**src/rtl/logic_unit_if.sv**
```systemverilog
// Operand/result handshake bundle for logic_unit.
// The slave modport is the unit's view; the master modport is the driver's view.
interface logic_unit_if #(
  parameter int WIDTH = 8
);
  logic             in_valid;
  logic             in_ready;
  logic [2:0]       op;
  logic [WIDTH-1:0] a;
  logic [WIDTH-1:0] b;
  logic             acc_clr;
  logic             out_valid;
  logic             out_ready;
  logic [WIDTH-1:0] y;
  logic             zero;
  logic             parity;
  logic             err;

  modport slave (
    input  in_valid, op, a, b, acc_clr, out_ready,
    output in_ready, out_valid, y, zero, parity, err
  );

  modport master (
    output in_valid, op, a, b, acc_clr, out_ready,
    input  in_ready, out_valid, y, zero, parity, err
  );
endinterface

```
**src/rtl/logic_unit.sv**
```systemverilog
// One-deep registered bitwise logic unit with valid/ready handshake on both sides.
// Define LOGIC_UNIT_ACC_EN to turn op 111 into ACC-AND against an internal accumulator.
module logic_unit #(
  parameter int WIDTH = 8
) (
  input  logic        clk,
  input  logic        rst,
  logic_unit_if.slave bus
);
  logic             valid_q, valid_d;
  logic [WIDTH-1:0] y_q, y_d;
  logic             zero_q, zero_d;
  logic             parity_q, parity_d;
  logic             err_q, err_d;
  logic             in_xfer;
  logic [WIDTH-1:0] res;
  logic             res_err;

`ifdef LOGIC_UNIT_ACC_EN
  logic [WIDTH-1:0] acc_q, acc_d;
`else
  logic unused_acc_clr;
  assign unused_acc_clr = bus.acc_clr;
`endif

  assign bus.in_ready  = !valid_q || bus.out_ready;
  assign in_xfer       = bus.in_valid && bus.in_ready;
  assign bus.out_valid = valid_q;
  assign bus.y         = y_q;
  assign bus.zero      = zero_q;
  assign bus.parity    = parity_q;
  assign bus.err       = err_q;

  always_comb begin
    res     = '0;
    res_err = 1'b0;
    case (bus.op)
      3'b000: res = bus.a & bus.b;
      3'b001: res = bus.a | bus.b;
      3'b010: res = bus.a ^ bus.b;
      3'b011: res = ~(bus.a & bus.b);
      3'b100: res = ~(bus.a | bus.b);
      3'b101: res = ~(bus.a ^ bus.b);
      3'b110: res = ~bus.a;
      3'b111: begin
`ifdef LOGIC_UNIT_ACC_EN
        res = acc_q & bus.a;
`else
        res_err = 1'b1;
`endif
      end
    endcase
  end

  always_comb begin
    valid_d  = valid_q;
    y_d      = y_q;
    zero_d   = zero_q;
    parity_d = parity_q;
    err_d    = err_q;
    if (in_xfer) begin
      valid_d  = 1'b1;
      y_d      = res;
      zero_d   = (res == '0);
      parity_d = ^res;
      err_d    = res_err;
    end else if (bus.out_ready) begin
      valid_d  = 1'b0;
    end
  end

`ifdef LOGIC_UNIT_ACC_EN
  // A clear request overrides a coincident ACC-AND update; y still sees the old value.
  always_comb begin
    acc_d = acc_q;
    if (bus.acc_clr) begin
      acc_d = '1;
    end else if (in_xfer && bus.op == 3'b111) begin
      acc_d = acc_q & bus.a;
    end
  end

  always_ff @(posedge clk or posedge rst) begin
    if (rst) begin
      acc_q <= '1;
    end else begin
      acc_q <= acc_d;
    end
  end
`endif

  always_ff @(posedge clk or posedge rst) begin
    if (rst) begin
      valid_q  <= 1'b0;
      y_q      <= '0;
      zero_q   <= 1'b1;
      parity_q <= 1'b0;
      err_q    <= 1'b0;
    end else begin
      valid_q  <= valid_d;
      y_q      <= y_d;
      zero_q   <= zero_d;
      parity_q <= parity_d;
      err_q    <= err_d;
    end
  end
endmodule

```
**src/flat_wrapper.sv**
```systemverilog
// flat-port wrapper written by rule: the top's interface ports become plain ports
module logic_unit_flat 
#(
  parameter int WIDTH = 8
)
  (clk, rst, bus_in_valid, bus_op, bus_a, bus_b, bus_acc_clr, bus_out_ready, bus_in_ready, bus_out_valid, bus_y, bus_zero, bus_parity, bus_err);
  logic_unit_if #(.WIDTH(WIDTH)) bus_i ();
  input  logic clk;
  input  logic rst;
  input wire logic [$bits(bus_i.in_valid)-1:0] bus_in_valid;
  input wire logic [$bits(bus_i.op)-1:0] bus_op;
  input wire logic [$bits(bus_i.a)-1:0] bus_a;
  input wire logic [$bits(bus_i.b)-1:0] bus_b;
  input wire logic [$bits(bus_i.acc_clr)-1:0] bus_acc_clr;
  input wire logic [$bits(bus_i.out_ready)-1:0] bus_out_ready;
  output wire logic [$bits(bus_i.in_ready)-1:0] bus_in_ready;
  output wire logic [$bits(bus_i.out_valid)-1:0] bus_out_valid;
  output wire logic [$bits(bus_i.y)-1:0] bus_y;
  output wire logic [$bits(bus_i.zero)-1:0] bus_zero;
  output wire logic [$bits(bus_i.parity)-1:0] bus_parity;
  output wire logic [$bits(bus_i.err)-1:0] bus_err;
  assign bus_i.in_valid = bus_in_valid;
  assign bus_i.op = bus_op;
  assign bus_i.a = bus_a;
  assign bus_i.b = bus_b;
  assign bus_i.acc_clr = bus_acc_clr;
  assign bus_i.out_ready = bus_out_ready;
  assign bus_in_ready = bus_i.in_ready;
  assign bus_out_valid = bus_i.out_valid;
  assign bus_y = bus_i.y;
  assign bus_zero = bus_i.zero;
  assign bus_parity = bus_i.parity;
  assign bus_err = bus_i.err;
  logic_unit #(.WIDTH(WIDTH)) u_core (.clk(clk), .rst(rst), .bus(bus_i));
endmodule
```
**config.mk**
```make
export PLATFORM = sky130hd
export DESIGN_NAME = logic_unit_flat
export DESIGN_NICKNAME = d
export VERILOG_FILES = /design/src/rtl/logic_unit_if.sv /design/src/rtl/logic_unit.sv /design/src/flat_wrapper.sv
export SDC_FILE = /design/constraint.sdc
export NUM_CORES = 1
export LEC_CHECK = 0
export CORE_MARGIN = 2
export CORE_UTILIZATION = 35
export CTS_CLUSTER_SIZE = 16
export DETAILED_ROUTE_END_ITERATION = 16
export PLACE_DENSITY = 0.62
export SLEW_MARGIN = 20
export SYNTH_ARGS = -nofsm -noshare
export SYNTH_HDL_FRONTEND = slang
export SYNTH_SLANG_ARGS = --single-unit
```
**constraint.sdc**
```tcl
create_clock -name clk -period 1.6 [get_ports clk]
set_input_delay 0.32 -clock clk [delete_from_list [all_inputs] [get_ports clk]]
set_output_delay 0.32 -clock clk [all_outputs]
set_load 0.01 [all_outputs]
```
# --- Word level (Yosys, flattened, before mapping) ---
# Index checks and enable logic that the tools add are counted.
totals:
  output_inout_bits: 13
  register_bits: 12
  input_bits: 24
op_classes:
  bitwise_logic: 7
  n_eq_ne: 7
  reduce_logical: 7
  muxes: 4
op_table:
  columns: ["cell", "n"]
  rows:
  - ["$pmux W8 S7", 1]
  - ["$not A8 Y8", 4]
  - ["$eq A3 B3 Y1 const B", 4]
  - ["$and A8 B8 Y8", 1]
  - ["$logic_not A8 Y1", 1]
  - ["$or A8 B8 Y8", 1]
  - ["$reduce_xor A8 Y1", 1]
  - ["$xor A8 B8 Y8", 1]
  - ["$eq A3 B2 Y1 const B", 2]
  - ["$eq A3 B1 Y1 const B", 1]
  - ["$logic_not A3 Y1", 1]
  - ["$mux W1", 3]
  - ["$reduce_bool A2 Y1", 1]
  - ["$logic_and A1 B1 Y1", 1]
  - ["$logic_not A1 Y1", 1]
  - ["$logic_or A1 B1 Y1", 1]

# --- Depth between registers and ports, before layout ---
depth:
  depth_word: 4
  depth_mapped: 10
  ltp_nobuf: 10

# --- Worst setup path before layout ---
# No wires, ideal clock.
synth_timing:
  path_kind: "input-to-reg"
  from: "input bus_b[4]"
  to: "register u_core.parity_q (netlist: u_core.bus.parity)"
  arrival_ns: 1.826
  path_slack_ns: -0.357
  stages: 10
  path_buffers: 0
  path_cell_list: "inv_1 -> ha_1 -> o21ai_0 -> nor2_1 -> a31o_2 -> a21oi_1 -> ha_1 -> xnor2_1 -> xnor2_1 -> o21ai_0"
synth_via:
  elab_chain_len: 4
  elab_cells_between_ends: 8
synth_lines:
  columns: ["element", "line_no", "text"]
  rows:
  - ["start, declared", "flat_wrapper.sv:13", "input wire logic [$bits(bus_i.b)-1:0] bus_b;"]
  - ["$xor A8 B8 Y8 (tied with other cells)", "logic_unit.sv:40, logic_unit.sv:43", null]
  - ["$not A8 Y8, on equally long branches", "logic_unit.sv:43, logic_unit.sv:41, logic_unit.sv:42", null]
  - ["$pmux W8 S7 (*)", "logic_unit.sv:37", "case (bus.op)"]
  - ["$reduce_xor A8 Y1 (*)", "logic_unit.sv:65", "parity_d = ^res;"]
  - ["end signal, assigned", "logic_unit.sv:103", "parity_q <= parity_d;"]
  - ["end, declared", "logic_unit.sv:13", "logic parity_q, parity_d;"]
# Mark *: on every way between the ends. The rest lies on a longest branch, timed or not.
# A chain may end at the register's enable or synchronous reset.

# --- Final worst setup path ---
layout_timing:
  from: "input bus_op[2]"
  to: "register u_core.parity_q (netlist: u_core.bus.parity)"
layout_via:
  elab_chain_len: 3
  elab_cells_between_ends: 9
layout_lines:
  columns: ["element", "line_no", "text"]
  rows:
  - ["start, declared", "flat_wrapper.sv:11", "input wire logic [$bits(bus_i.op)-1:0] bus_op;"]
  - ["$eq A3 B3 Y1 (tied with other cells)", "logic_unit.sv:37", null]
  - ["$pmux W8 S7 (*)", "logic_unit.sv:37", null]
  - ["$reduce_xor A8 Y1 (*)", "logic_unit.sv:65", null]
# Marked as above.

==> results.sh <==
export IMPL_design_portCount=37
export IMPL_p_per_area_mw_per_mm2=646
export IMPL_synth_simple_area_share_pct=13.2
export IMPL_drv_slew=0
export IMPL_end_kind="flip-flop"
export IMPL_power_frac_clock_pct=22.2
export IMPL_drt_antenna_violating_nets=0
export IMPL_cts_tree="built"
export IMPL_timing_slew_headroom_pct=70.7
export IMPL_fin_crit_ns=1.81
export IMPL_rsz0062_at_grt="yes"
export IMPL_core_mm2=0.00372
export IMPL_power_total_w=0.00148
export IMPL_yosysUniqueCellTypes=35
export IMPL_comb_power_share_pct=51.9
export IMPL_synth_xor_area_share_pct=1.90
export IMPL_fin_crit_sh_pct=113
export IMPL_clkSinkCount=12
export IMPL_cp_num_buf_inv=2
export IMPL_final_core_util_pct=61.5
export IMPL_stdcell_count=281
export IMPL_synth_top_family_by_area="compound AO/OA/AOI/OAI gates"
export IMPL_critical_path_arrival_ns=1.94
export IMPL_synth_warnings=0
export IMPL_status="finished with violations"
export IMPL_hold_class="in2async"
export IMPL_routed_wl_um=3560
export IMPL_root_buffer="clkbuf_8"
export IMPL_fmax_mhz=551
export IMPL_first_global_vias=1388
export IMPL_synth_avg_cell_area_um2=8.47
export IMPL_synthAdderAreaFrac_pct=18.1
export IMPL_synth_compound_area_share_pct=25.3
export IMPL_pwr_share_seq_pct=25.9
export IMPL_cp_max_fo=11
export IMPL_fin_skew_ns=0.00351
export IMPL_clock_path_buffers=2
export IMPL_grt_max_degree=19
export IMPL_dp_hpwl_um=2690
export IMPL_cp_slowest_cell="a311o_1"
export IMPL_violations="negative setup slack"
export IMPL_yosys_area_top_type_share_pct=19.9
export IMPL_clock_latency_ns=0.24
export IMPL_power_internal_w=0.00101
export IMPL_vias=1385
export IMPL_syn_area_mm2=0.00138
export IMPL_setup_viol=1
export IMPL_syn_num_nets=207
export IMPL_first_pass_iters=4
export IMPL_grt_overflow=0
export IMPL_muxShareOfSynthArea_pct=7.25
export IMPL_hold_viol_final=0
export IMPL_layout_drive_gt1_share_pct=51.5
export IMPL_die_y_um=66.8
export IMPL_track_usage_pct=17.3
export IMPL_finalNetCount=278
export IMPL_route_detailed_drc=0
export IMPL_fin_ws_ns=-0.214
export IMPL_antenna_found_initial=0
export IMPL_yosys_area_top_type="dfrtp_1"
export IMPL_crit_path_cell_trace="buf_2 -> bufbuf_16 -> a311o_1 -> o21ai_1 -> a21oi_2 -> ha_1 -> xnor2_2 -> xnor2_1 -> o21ai_1"
export IMPL_crit_required_ns=1.73
export IMPL_vdd_drop_max_mv=0.294
export IMPL_synthTopCellsByArea="dfrtp_1 (20%), ha_1 (18%), mux2i_1 (7.3%), inv_1 (5.4%), nand2_1 (4.6%)"
export IMPL_drt_initial_drc_count=61
export IMPL_startpoint_type="input port"
export IMPL_numPortBuffers=35
export IMPL_slowest_delay_ns=0.34
export IMPL_fillers=323
export IMPL_cellLeakagePower_nw=1.04
export IMPL_wl_per_cell_um=12.7
export IMPL_postSynthCellCount=163
export IMPL_die_w_um=66.8
export IMPL_routed_via_density=4.93
export IMPL_setup_tns_ns=-0.214
export IMPL_h_tree_depth=1
export IMPL_timing_critical_path_max_delay_family="compound AO/OA/AOI/OAI gates"
export IMPL_start_util_pct=37.1
export IMPL_cts_clk_slew_worst_paths_ns=0.05
export IMPL_place_inst=267
export IMPL_syn2layout_area_growth_pct=65.6
export IMPL_ys_seq_elements=12
export IMPL_num_antenna_cells=0
export IMPL_cpMostUsedCell="o21ai_1"
export IMPL_p_switching_w=0.000467
export IMPL_gp_congestion=0.728
export IMPL_grt_pass1_wl_um=5930
export IMPL_p_sw_share_pct=31.6
export IMPL_tightest_slew_ns=0.439
export IMPL_rows=22
export IMPL_ys_seq_area_share_pct=21.8
export IMPL_drv_cap=0
export IMPL_die_area_mm2=0.00446
export IMPL_timing_worst_setup_path_type="in2reg"
export IMPL_cts_buffers=3
cells in the mapped netlist (all sizes together):
master and instances:
a21oi 7, o21ai 22, xnor2 3, a221oi 1
nand4 1, nand3 2, o221ai 3, nor2b 3
nor2 9, or2 1, nand2b 6, dfstp 1
a31o 4, o22ai 1, buf 9, mux2i 10
ha 20, o211ai 4, a311o 3, nand2 18
dfrtp 11, a21boi 1, inv 22, a32oi 1
power by group through the flow:
| stage | Combinational (W) | Sequential (W) | Clock (W) |
|---|---|---|---|
| finish | 0.000767 | 0.000383 | 0.000327 |
| global route | 0.000838 | 0.000390 | 0.000349 |
| CTS | 0.000736 | 0.000383 | 0.000335 |
| detailed placement | 0.000658 | 0.000388 | 0 |
| global placement | 0.000628 | 0.000388 | 0 |
| floorplan | 0.000333 | 0.000411 | 0 |
cells in the final DEF (no fill, tap or decap), types with 4 or more instances in the layout:
master,instances
a21oi_2,5
buf_2,8
buf_4,31
buf_6,7
clkbuf_2,5
clkbuf_8,4
clkdlybuf4s50_1,14
dfrtp_1,11
ha_1,11
ha_4,9
inv_1,4
inv_2,13
mux2i_1,8
nand2_1,16
nand2b_1,5
nor2_1,7
o21ai_1,15
o21ai_2,4
through the flow:
| stage | hold slack (ns) | cell area [µm²] | setup WS, ns |
|---|---|---|---|
| after global placement | 0.472 | 2000 | -0.903 |
| after CTS | 0.400 | 2230 | -0.194 |
| after global routing | 0.430 | 2290 | -0.284 |
| after detailed placement | 0.479 | 2000 | -1.02 |
| final | 0.384 | 2290 | -0.214 |
| after floorplan | 0.184 | 1440 | -0.252 |
worst register-to-register path, cell delays in order (launching register included):
cell and delay (ns):
dfrtp_1 0.37, nand2b_1 0.08, buf_4 0.11, nand2_1 0.06
a31o_2 0.26, a21boi_0 0.13
registers in the layout (all words and copies together), names as in the netlist:
register / count
u_core.bus.y: 8
u_core.bus.err: 1
u_core.bus.out_valid: 1
u_core.bus.parity: 1
u_core.bus.zero: 1
layer usage:
metal / up-vias / part of all wire, % / global-route usage, %
met1: 631 / 43 / 20.5
met5: - / 0 / 0
li1: 701 / - / -
met4: 0 / 3.0 / 8.67
met3: 11 / 6.0 / 1.86
met2: 42 / 48 / 30.5
cell families (layout without fill, tap and decap cells):
group                      count (synthesis)  in the layout
AOI/OAI and AO/OA                         47             47
DFF                                       12             12
muxes                                     10             10
adders and majority gates                 20             20
xor gates and xnor gates                   3              3
buffers and inverters                     31            101
and+or+nand+nor                           40             40
path summary, 6_finish.rpt:
path	from	end	slack, ns	cells after the start
max in group asynchronous	rst	u_core.bus.zero$_DFFE_PP1P_	0.88	2
min reg2reg	u_core.bus.zero$_DFFE_PP1P_	u_core.bus.zero$_DFFE_PP1P_	0.48	2
max reg2reg	u_core.bus.out_valid$_DFFE_PP0P_	u_core.bus.err$_DFFE_PP0P_	0.48	5
min in group clk	u_core.bus.zero$_DFFE_PP1P_	u_core.bus.zero$_DFFE_PP1P_	0.48	2
max	bus_op[2]	u_core.bus.parity$_DFFE_PP0P_	-0.21	9
min	rst	u_core.bus.err$_DFFE_PP0P_	0.38	2
cell type report:
type	instances	area (µm²)	area share [%]
Clock buffer	4	55.1	2.41
Inverter	22	105	4.60
Multi-Input combinational cell	120	1090	47.8
Sequential cell	12	302	13.2
Tap cell	48	60.1	2.63
Timing Repair Buffer	75	671	29.3
what timing repair did:
action | 4_1_cts | 5_1_grt
buffers inserted | 5 | 4
setup endpoints to repair | 12 | 2
cloned | 1 | 0
resized for setup | 105 | 21
hold buffers | 0 | 0
pin swaps | 36 | 21
Note: power is estimated with default switching activity, not from simulation.
